**src/rtl/plate_pkg.sv**
```systemverilog
// Shared result-word types for the plate recognition datapath
// (OCR stage, result mailbox, HPS bridge).
package plate_pkg;

  localparam int unsigned RESULT_W = 64;

  typedef logic [RESULT_W-1:0] result_t;

endpackage

```
**src/rtl/plate_result_mailbox_if.sv**
```systemverilog
// Result mailbox bus: upstream result handshake plus the HPS-facing read,
// flush and event signals.
interface plate_result_mailbox_if #(
  parameter int unsigned DATA_W = 64,
  parameter int unsigned DEPTH  = 16
);

  localparam int unsigned CW = $clog2(DEPTH) + 1;

  logic              res_valid;
  logic              res_ready;
  logic [DATA_W-1:0] res_data;
  logic              hps_pop;
  logic              hps_flush;
  logic [DATA_W-1:0] hps_rd_data;
  logic              hps_empty;
  logic [CW-1:0]     hps_count;
  logic              event_ready;

  modport master (
    output res_valid, res_data, hps_pop, hps_flush,
    input  res_ready, hps_rd_data, hps_empty, hps_count, event_ready
  );

  modport slave (
    input  res_valid, res_data, hps_pop, hps_flush,
    output res_ready, hps_rd_data, hps_empty, hps_count, event_ready
  );

endinterface

```
**src/rtl/mailbox_fifo.sv**
```systemverilog
// Register-array FIFO with show-ahead head, occupancy count and synchronous flush.
// Exposes the next-state count so the owner can clamp its own bookkeeping.
module mailbox_fifo #(
  parameter int unsigned DATA_W = 64,
  parameter int unsigned DEPTH  = 16,
  localparam int unsigned AW    = $clog2(DEPTH),
  localparam int unsigned CW    = $clog2(DEPTH) + 1
) (
  input  logic              clk,
  input  logic              reset,
  input  logic              push,
  input  logic              pop,
  input  logic              flush,
  input  logic [DATA_W-1:0] wr_data,
  output logic [DATA_W-1:0] rd_data,
  output logic [CW-1:0]     count,
  output logic [CW-1:0]     count_next,
  output logic              full,
  output logic              empty
);

  logic [DATA_W-1:0] mem [DEPTH];
  logic [AW-1:0]     wr_ptr_q, rd_ptr_q;
  logic [CW-1:0]     count_q;
  logic              push_en, pop_en;

  assign full    = (count_q == CW'(DEPTH));
  assign empty   = (count_q == '0);
  assign push_en = push & ~full & ~flush;
  assign pop_en  = pop & ~empty & ~flush;

  always_comb begin
    count_next = count_q;
    if (flush) begin
      count_next = '0;
    end else if (push_en && !pop_en) begin
      count_next = count_q + CW'(1);
    end else if (pop_en && !push_en) begin
      count_next = count_q - CW'(1);
    end
  end

  always_ff @(posedge clk or posedge reset) begin
    if (reset) begin
      wr_ptr_q <= '0;
      rd_ptr_q <= '0;
      count_q  <= '0;
    end else begin
      count_q <= count_next;
      if (flush) begin
        wr_ptr_q <= '0;
        rd_ptr_q <= '0;
      end else begin
        if (push_en) wr_ptr_q <= wr_ptr_q + AW'(1);
        if (pop_en)  rd_ptr_q <= rd_ptr_q + AW'(1);
      end
    end
  end

  always_ff @(posedge clk) begin
    if (push_en) mem[wr_ptr_q] <= wr_data;
  end

  // Storage is not reset, so mask the head while empty to present zero.
  assign rd_data = empty ? '0 : mem[rd_ptr_q];
  assign count   = count_q;

endmodule

```
**src/rtl/plate_result_mailbox.sv**
```systemverilog
// Plate result mailbox: buffers OCR results for the HPS and emits a coalesced
// single-cycle event pulse on a pending-count threshold or a wait timeout.
module plate_result_mailbox
  import plate_pkg::*;
#(
  parameter int unsigned DATA_W       = RESULT_W,
  parameter int unsigned DEPTH        = 16,
  parameter int unsigned COALESCE_CNT = 4,
  parameter int unsigned TIMEOUT_CYC  = 1000000
) (
  input logic                   clk,
  input logic                   reset,
  plate_result_mailbox_if.slave mbx
);

  localparam int unsigned CW = $clog2(DEPTH) + 1;
  localparam int unsigned TW = $clog2(TIMEOUT_CYC) + 1;

  logic [CW-1:0] count, count_next;
  logic          full, empty;
  logic          push_acc;

  logic [CW-1:0] pending_q, pending_d, pending_inc, pending_next;
  logic [TW-1:0] timer_q, timer_d;
  logic          event_q, fire;

  mailbox_fifo #(
    .DATA_W (DATA_W),
    .DEPTH  (DEPTH)
  ) u_fifo (
    .clk        (clk),
    .reset      (reset),
    .push       (mbx.res_valid),
    .pop        (mbx.hps_pop),
    .flush      (mbx.hps_flush),
    .wr_data    (mbx.res_data),
    .rd_data    (mbx.hps_rd_data),
    .count      (count),
    .count_next (count_next),
    .full       (full),
    .empty      (empty)
  );

  assign push_acc = mbx.res_valid & ~full;

  always_comb begin
    pending_inc = pending_q;
    if (push_acc && pending_q != CW'(DEPTH)) pending_inc = pending_q + CW'(1);

    // Results the HPS already polled away must not be signalled.
    pending_next = (pending_inc > count_next) ? count_next : pending_inc;
    if (mbx.hps_flush) pending_next = '0;

    fire = !mbx.hps_flush &&
           ((pending_next >= CW'(COALESCE_CNT)) ||
            (pending_next != '0 && timer_q == TW'(TIMEOUT_CYC - 1)));

    pending_d = fire ? '0 : pending_next;
    timer_d   = (fire || pending_next == '0) ? '0 : timer_q + TW'(1);
  end

  always_ff @(posedge clk or posedge reset) begin
    if (reset) begin
      pending_q <= '0;
      timer_q   <= '0;
      event_q   <= 1'b0;
    end else begin
      pending_q <= pending_d;
      timer_q   <= timer_d;
      event_q   <= fire;
    end
  end

  assign mbx.res_ready   = ~full;
  assign mbx.hps_empty   = empty;
  assign mbx.hps_count   = count;
  assign mbx.event_ready = event_q;

endmodule

```
**src/flat_wrapper.sv**
```systemverilog
// flat-port wrapper written by rule: the top's interface ports become plain ports
module plate_result_mailbox_flat import plate_pkg::*;
#(
  parameter int unsigned DATA_W       = RESULT_W,
  parameter int unsigned DEPTH        = 16,
  parameter int unsigned COALESCE_CNT = 4,
  parameter int unsigned TIMEOUT_CYC  = 1000000
)
  (clk, reset, mbx_res_valid, mbx_res_data, mbx_hps_pop, mbx_hps_flush, mbx_res_ready, mbx_hps_rd_data, mbx_hps_empty, mbx_hps_count, mbx_event_ready);
  plate_result_mailbox_if #(.DATA_W(DATA_W), .DEPTH(DEPTH)) mbx_i ();
  input logic clk;
  input logic reset;
  input wire logic [$bits(mbx_i.res_valid)-1:0] mbx_res_valid;
  input wire logic [$bits(mbx_i.res_data)-1:0] mbx_res_data;
  input wire logic [$bits(mbx_i.hps_pop)-1:0] mbx_hps_pop;
  input wire logic [$bits(mbx_i.hps_flush)-1:0] mbx_hps_flush;
  output wire logic [$bits(mbx_i.res_ready)-1:0] mbx_res_ready;
  output wire logic [$bits(mbx_i.hps_rd_data)-1:0] mbx_hps_rd_data;
  output wire logic [$bits(mbx_i.hps_empty)-1:0] mbx_hps_empty;
  output wire logic [$bits(mbx_i.hps_count)-1:0] mbx_hps_count;
  output wire logic [$bits(mbx_i.event_ready)-1:0] mbx_event_ready;
  assign mbx_i.res_valid = mbx_res_valid;
  assign mbx_i.res_data = mbx_res_data;
  assign mbx_i.hps_pop = mbx_hps_pop;
  assign mbx_i.hps_flush = mbx_hps_flush;
  assign mbx_res_ready = mbx_i.res_ready;
  assign mbx_hps_rd_data = mbx_i.hps_rd_data;
  assign mbx_hps_empty = mbx_i.hps_empty;
  assign mbx_hps_count = mbx_i.hps_count;
  assign mbx_event_ready = mbx_i.event_ready;
  plate_result_mailbox #(.DATA_W(DATA_W), .DEPTH(DEPTH), .COALESCE_CNT(COALESCE_CNT), .TIMEOUT_CYC(TIMEOUT_CYC)) u_core (.clk(clk), .reset(reset), .mbx(mbx_i));
endmodule
```
**config.mk**
```make
export PLATFORM = sky130hd
export DESIGN_NAME = plate_result_mailbox_flat
export DESIGN_NICKNAME = d
export VERILOG_FILES = /design/src/rtl/plate_pkg.sv /design/src/rtl/plate_result_mailbox_if.sv /design/src/rtl/mailbox_fifo.sv /design/src/rtl/plate_result_mailbox.sv /design/src/flat_wrapper.sv
export SDC_FILE = /design/constraint.sdc
export NUM_CORES = 1
export LEC_CHECK = 0
export CORE_MARGIN = 1.5
export CORE_UTILIZATION = 25
export CTS_CLUSTER_DIAMETER = 150
export CTS_CLUSTER_SIZE = 24
export DETAILED_ROUTE_END_ITERATION = 8
export PLACE_DENSITY = 0.37
export SETUP_SLACK_MARGIN = 0.2
export SYNTH_ARGS = -nofsm -noshare
export SYNTH_HDL_FRONTEND = slang
export SYNTH_HIERARCHICAL = 1
export SYNTH_SLANG_ARGS = --single-unit
```
**constraint.sdc**
```tcl
create_clock -name clk -period 19.88 [get_ports clk]
set_input_delay 4.97 -clock clk [delete_from_list [all_inputs] [get_ports clk]]
set_output_delay 4.97 -clock clk [all_outputs]
set_load 0.1 [all_outputs]
```
==> results <==
- The flow ran to the end, and the final reports show no timing, DRC or antenna violations.
- In this run the count of I/O pins placed on the die edge is 141.
- In this run the register-to-register setup slack is 15180 ps.
- The area overhead of the layout relative to synthesis is 13.5%.
- The number of port buffers is 140.
- The CTS tree is done.
- The initial antenna violation count came to 17.
- The weighted congestion reported at the end of routability-driven placement is 0.686.
- The clock net sink count is 1064.
- The die is 407 um wide.
- The total length of routed met2 wires is 54500 um.
- The H-tree was split into 2 levels.
- The maximum number of pins on one net before global-route repair is 99.
- In this run the worst setup path begins at u_core/u_fifo/rd_ptr_q[0].
- Timing would allow up to 92.8 MHz.
- In the final routing, the length of wire on met1 measures between 40000 and 50000 um.
- The share of layout cells above drive strength 1 is between 20% and 30%.
- The number of iterations in the first detailed-routing pass is 4.
- Dividing the synthesized area by the synthesized cell count gives 22.7 um^2.
- The internal power consumption is 3.57 mW.
- The overall fraction of global-route tracks in use is 13.2%.
- The worst setup path is launched from a flip-flop.
- The part of the total power dissipated in combinational logic is 32.7%.
- The cell depth of the worst flop-to-flop path is 9.
- Summing all placed instances gives a cell area of 0.0450 mm^2.
- The worst hold-check path type is reg -> reg.
- Once the clock tree was built, the resizer swapped 0 gates to a different size.
- At the later pin of the worst-skew pair, clock insertion delay measures 690 ps.
- The number of standard cells in the layout, taps in and fillers out is between 4000 and 5000.
- Among all flip-flop cells after synthesis, the most frequent one is edfxtp_1.
- The relative contribution of sequential cells to total power is ~46%.
- The row count is 148.
- The number of logic stages on the critical path including buffering is 6.
- The biggest area consumer among synthesized cells is edfxtp_1.
- The max-cap violation count is 0.
- In the routed layout, each cell is associated on average with a via count of between 4 and 5.
- The starting density of the core is 25.1%.
- Once detail routing completed, the nets flagged for antenna violations numbered 0.
- The final standard cell area without fillers is 0.0463 mm^2.
- The net switching component of the power is 1.90 mW.
- The minimum period implied by the final worst setup slack is 10780 ps.
- The post-synthesis instance area is approximately 0.041 mm^2.
- The fraction of registers with async set/reset is 3.76%.
- At the worst endpoint, the arrival time is 5810 ps.
- The via count of the first global-routing pass is 20400.
- Across the VDD grid, the largest voltage drop is 0.0972 mV.
- For this block, the routed nets add up to 109000 um of wire.
- The total half-perimeter wirelength after legalization and detailed placement is roughly 57000 um.
- The power per cell area is between 100 and 150 mW/mm^2.
- The layout has 15800 filler cells.
- The cts-stage hold buffer count is 0.
- The repair_antennas step left the layout with diodes totalling 0.
- The maximum clock insertion buffer count is 3.
- The max-slew violation total from the final report is 0.
- Ranked by total cell area, the synthesized netlist is headed by edfxtp_1 (75%), mux4_2 (14%), dfrtp_1 (2.5%).
- The biggest fanout along the worst timing path is 98.
- The worst clock skew is between 20 and 30 ps.
- The signal on the critical path passes through buf_12 > buf_4 > mux4_2 > a22o_1 > a221o_1 > clkdlybuf4s50_1.
- After synthesis the netlist holds a flip-flop and latch count of 1064.
- Synthesis produced between 1500 and 2000 cells.
- In this run the biggest area consumer among cell types represents 75.4% of the synthesized area.
- By startpoint and endpoint, the worst setup path is classified as reg -> out.
- The most common cell in the netlist is edfxtp_1.
- The aggregate negative setup slack is 0 ps.
- In the routed design, unresolved DRC markers number 0.
- The first-pass GRT wire length is 155000 um.
- The routed layout has 18700 vias.
- The endpoint required time on the critical path is around 15000 ps.
- The core region is 0.162 mm^2.
- Summed over all cells, the static leakage comes to between 10 and 15 nW.
- Net switching is 34.8% of the power.
- The share of the Yosys chip area taken by registers is 77.8%.
- The worst setup path is captured at an output pin.
- The family with the most delay on the worst path is buffers and inverters.
- The average wire per cell in the routed design is 26.5 um.
- The number of hold violations in the final report is 0.
- The buffer and inverter count on the worst path is 3.
- Counting instances, the worst hold path has a depth of 1.
- After detailed routing, the met3 layer carries 5130 um of wire.
- Setup repair after global routing left no endpoint under its margin.
- Ranked by instance count, the synthesized netlist is headed by edfxtp_1 (1024), mux4_2 (256), a221o_1 (64), a22o_1 (64), clkbuf_1 (48).
- The share of total power dissipated in the clock network is 21.2%.
- The tree is rooted in a clkbuf_16.
- The number of placed instances with taps included is between 4000 and 5000.
- The number of nets in the finished design is between 2000 and 2500.
- The warning count from the yosys run is 6.
- The delay contributed by the slowest stage of the critical path is 1040 ps.
- The worst hold path startpoint is u_core/timer_q[0].
- The slowest stage of the critical path belongs to the cell clkdlybuf4s50_1.
- After detailed routing, no signal wire sits above met5.
- For hold timing, the worst endpoint is u_core/timer_q[0].
- Setup violations remaining at the end of the flow were counted as 0.
- The relative max-transition margin is 17.2%.
- The final critical-path share of the clock period is a little over half.
- The clock buffer count from CTS is 50.
- The total overflow left after global routing is 0.
- The die boundary height is 407 um.
- The slew at the pin with the worst max-slew slack is about 1200 ps.
- The clock transition at the registers of the reported paths is 100 ps.
- The launch point of the worst reg-to-reg path is u_core/u_fifo/count[0].
- The number of flops mapped to enable cells by yosys is 1024.
- The worst register-to-register path ends at u_core/u_fifo/mem[15][59].
- The number of unique standard cell types used by synthesis is 56.
- The die outline area is 0.166 mm^2.
- The count of routing violations after the opening detailed-route iteration is approximately 1400.
- Post-CTS timing repair inserted 0 buffers for setup.
-- cell families after synthesis --
kind of cell	count (synthesis)	synth area share [%]
adder cells (fa/ha/maj)	15	0.460
buffers and inverters	115	1.35
AO/OA/AOI/OAI	154	3.43
multiplexers	263	14.3
flip-flops	1064	77.8
XOR/XNOR	28	0.601
AND/OR/NAND/NOR	154	2.00
other	1	0.00919
-- metrics by stage --
stage	total power [mW]	utilization [%]	hold WS [ps]	worst slack (ps)
2_1_floorplan	3.92	-	482	9240
4_1_cts	5.58	28.5	537	8820
6_report	5.46	28.5	536	9100
3_5_place_dp	4.40	27.7	523	9610
5_1_grt	5.70	28.5	584	8620
3_3_place_gp	4.40	27.7	520	9600
-- power by group through the flow --
stage	registers [mW]	logic (mW)	clock network [mW]
after floorplan	2.56	1.36	0
after global placement	2.57	1.83	0
after detailed placement	2.57	1.83	0
after CTS	2.52	1.83	1.22
after global routing	2.53	1.89	1.28
final	2.52	1.79	1.16
-- metal layers --
metal	up-vias	track usage (%)
met5	-	0
met4	24	2.26
met3	100	2.76
met2	266	22.6
met1	10400	17.4
li1	7903	-
-- final cells by class --
class	count	area (um^2)	area share (%)
inverters	20	76.3	0.165
flip-flops and latches	1064	31800	68.6
well taps	2175	2720	5.88
clock buffers	57	1280	2.76
clock inverters	4	56.3	0.122
multi-input cells	617	8630	18.6
repair buffers	190	1790	3.86
-- flip-flops by register name (all words and copies together), names as in the netlist --
signal                  count
u_core/timer_q             21
u_core/u_fifo/mem        1024
u_core/u_fifo/rd_ptr_q      4
u_core/u_fifo/wr_ptr_q      4
u_core/mbx.event_ready      1
u_core/u_fifo/count         5
u_core/pending_q            5
-- worst register-to-register path, stage by stage, from the launching register on --
cell and delay (ps):
dfrtp_1 450, inv_1 90, ha_1 240, nand4bb_1 230
inv_1 180, nor3b_1 570, nand2_1 400, nor2_4 900
buf_4 590, buf_4 680
-- worst max path at each step --
stage | to | slack (ps)
CTS | mbx_hps_rd_data[49] | 8820
global route | mbx_hps_rd_data[49] | 8620
global placement | mbx_hps_rd_data[49] | 9600
detailed placement | mbx_hps_rd_data[49] | 9610
finish | mbx_hps_rd_data[49] | 9100
floorplan | u_core/u_fifo/mem[0][0] | 9240
-- cell usage in the layout (no fill, tap or decap), types with 3 or more instances in the layout --
cell type	n
edfxtp_1	1024
mux4_2	256
clkdlybuf4s50_1	140
a22o_1	64
a221o_1	64
clkbuf_16	50
buf_4	49
dfrtp_1	38
nor2_1	23
nor3_1	22
nand3_1	21
nand2_1	20
inv_1	19
ha_1	15
xnor2_1	14
xor2_1	14
nor2_4	13
and3_1	9
nor4_1	8
clkbuf_1	7
nor3_2	6
a21oi_1	5
mux2_2	4
a211oi_1	4
nand4_1	4
nand2b_1	3
and4_1	3
mux2i_1	3
nor3b_1	3
conb_1	3
nor2b_1	3
Note: power is estimated with default switching activity, not from simulation.
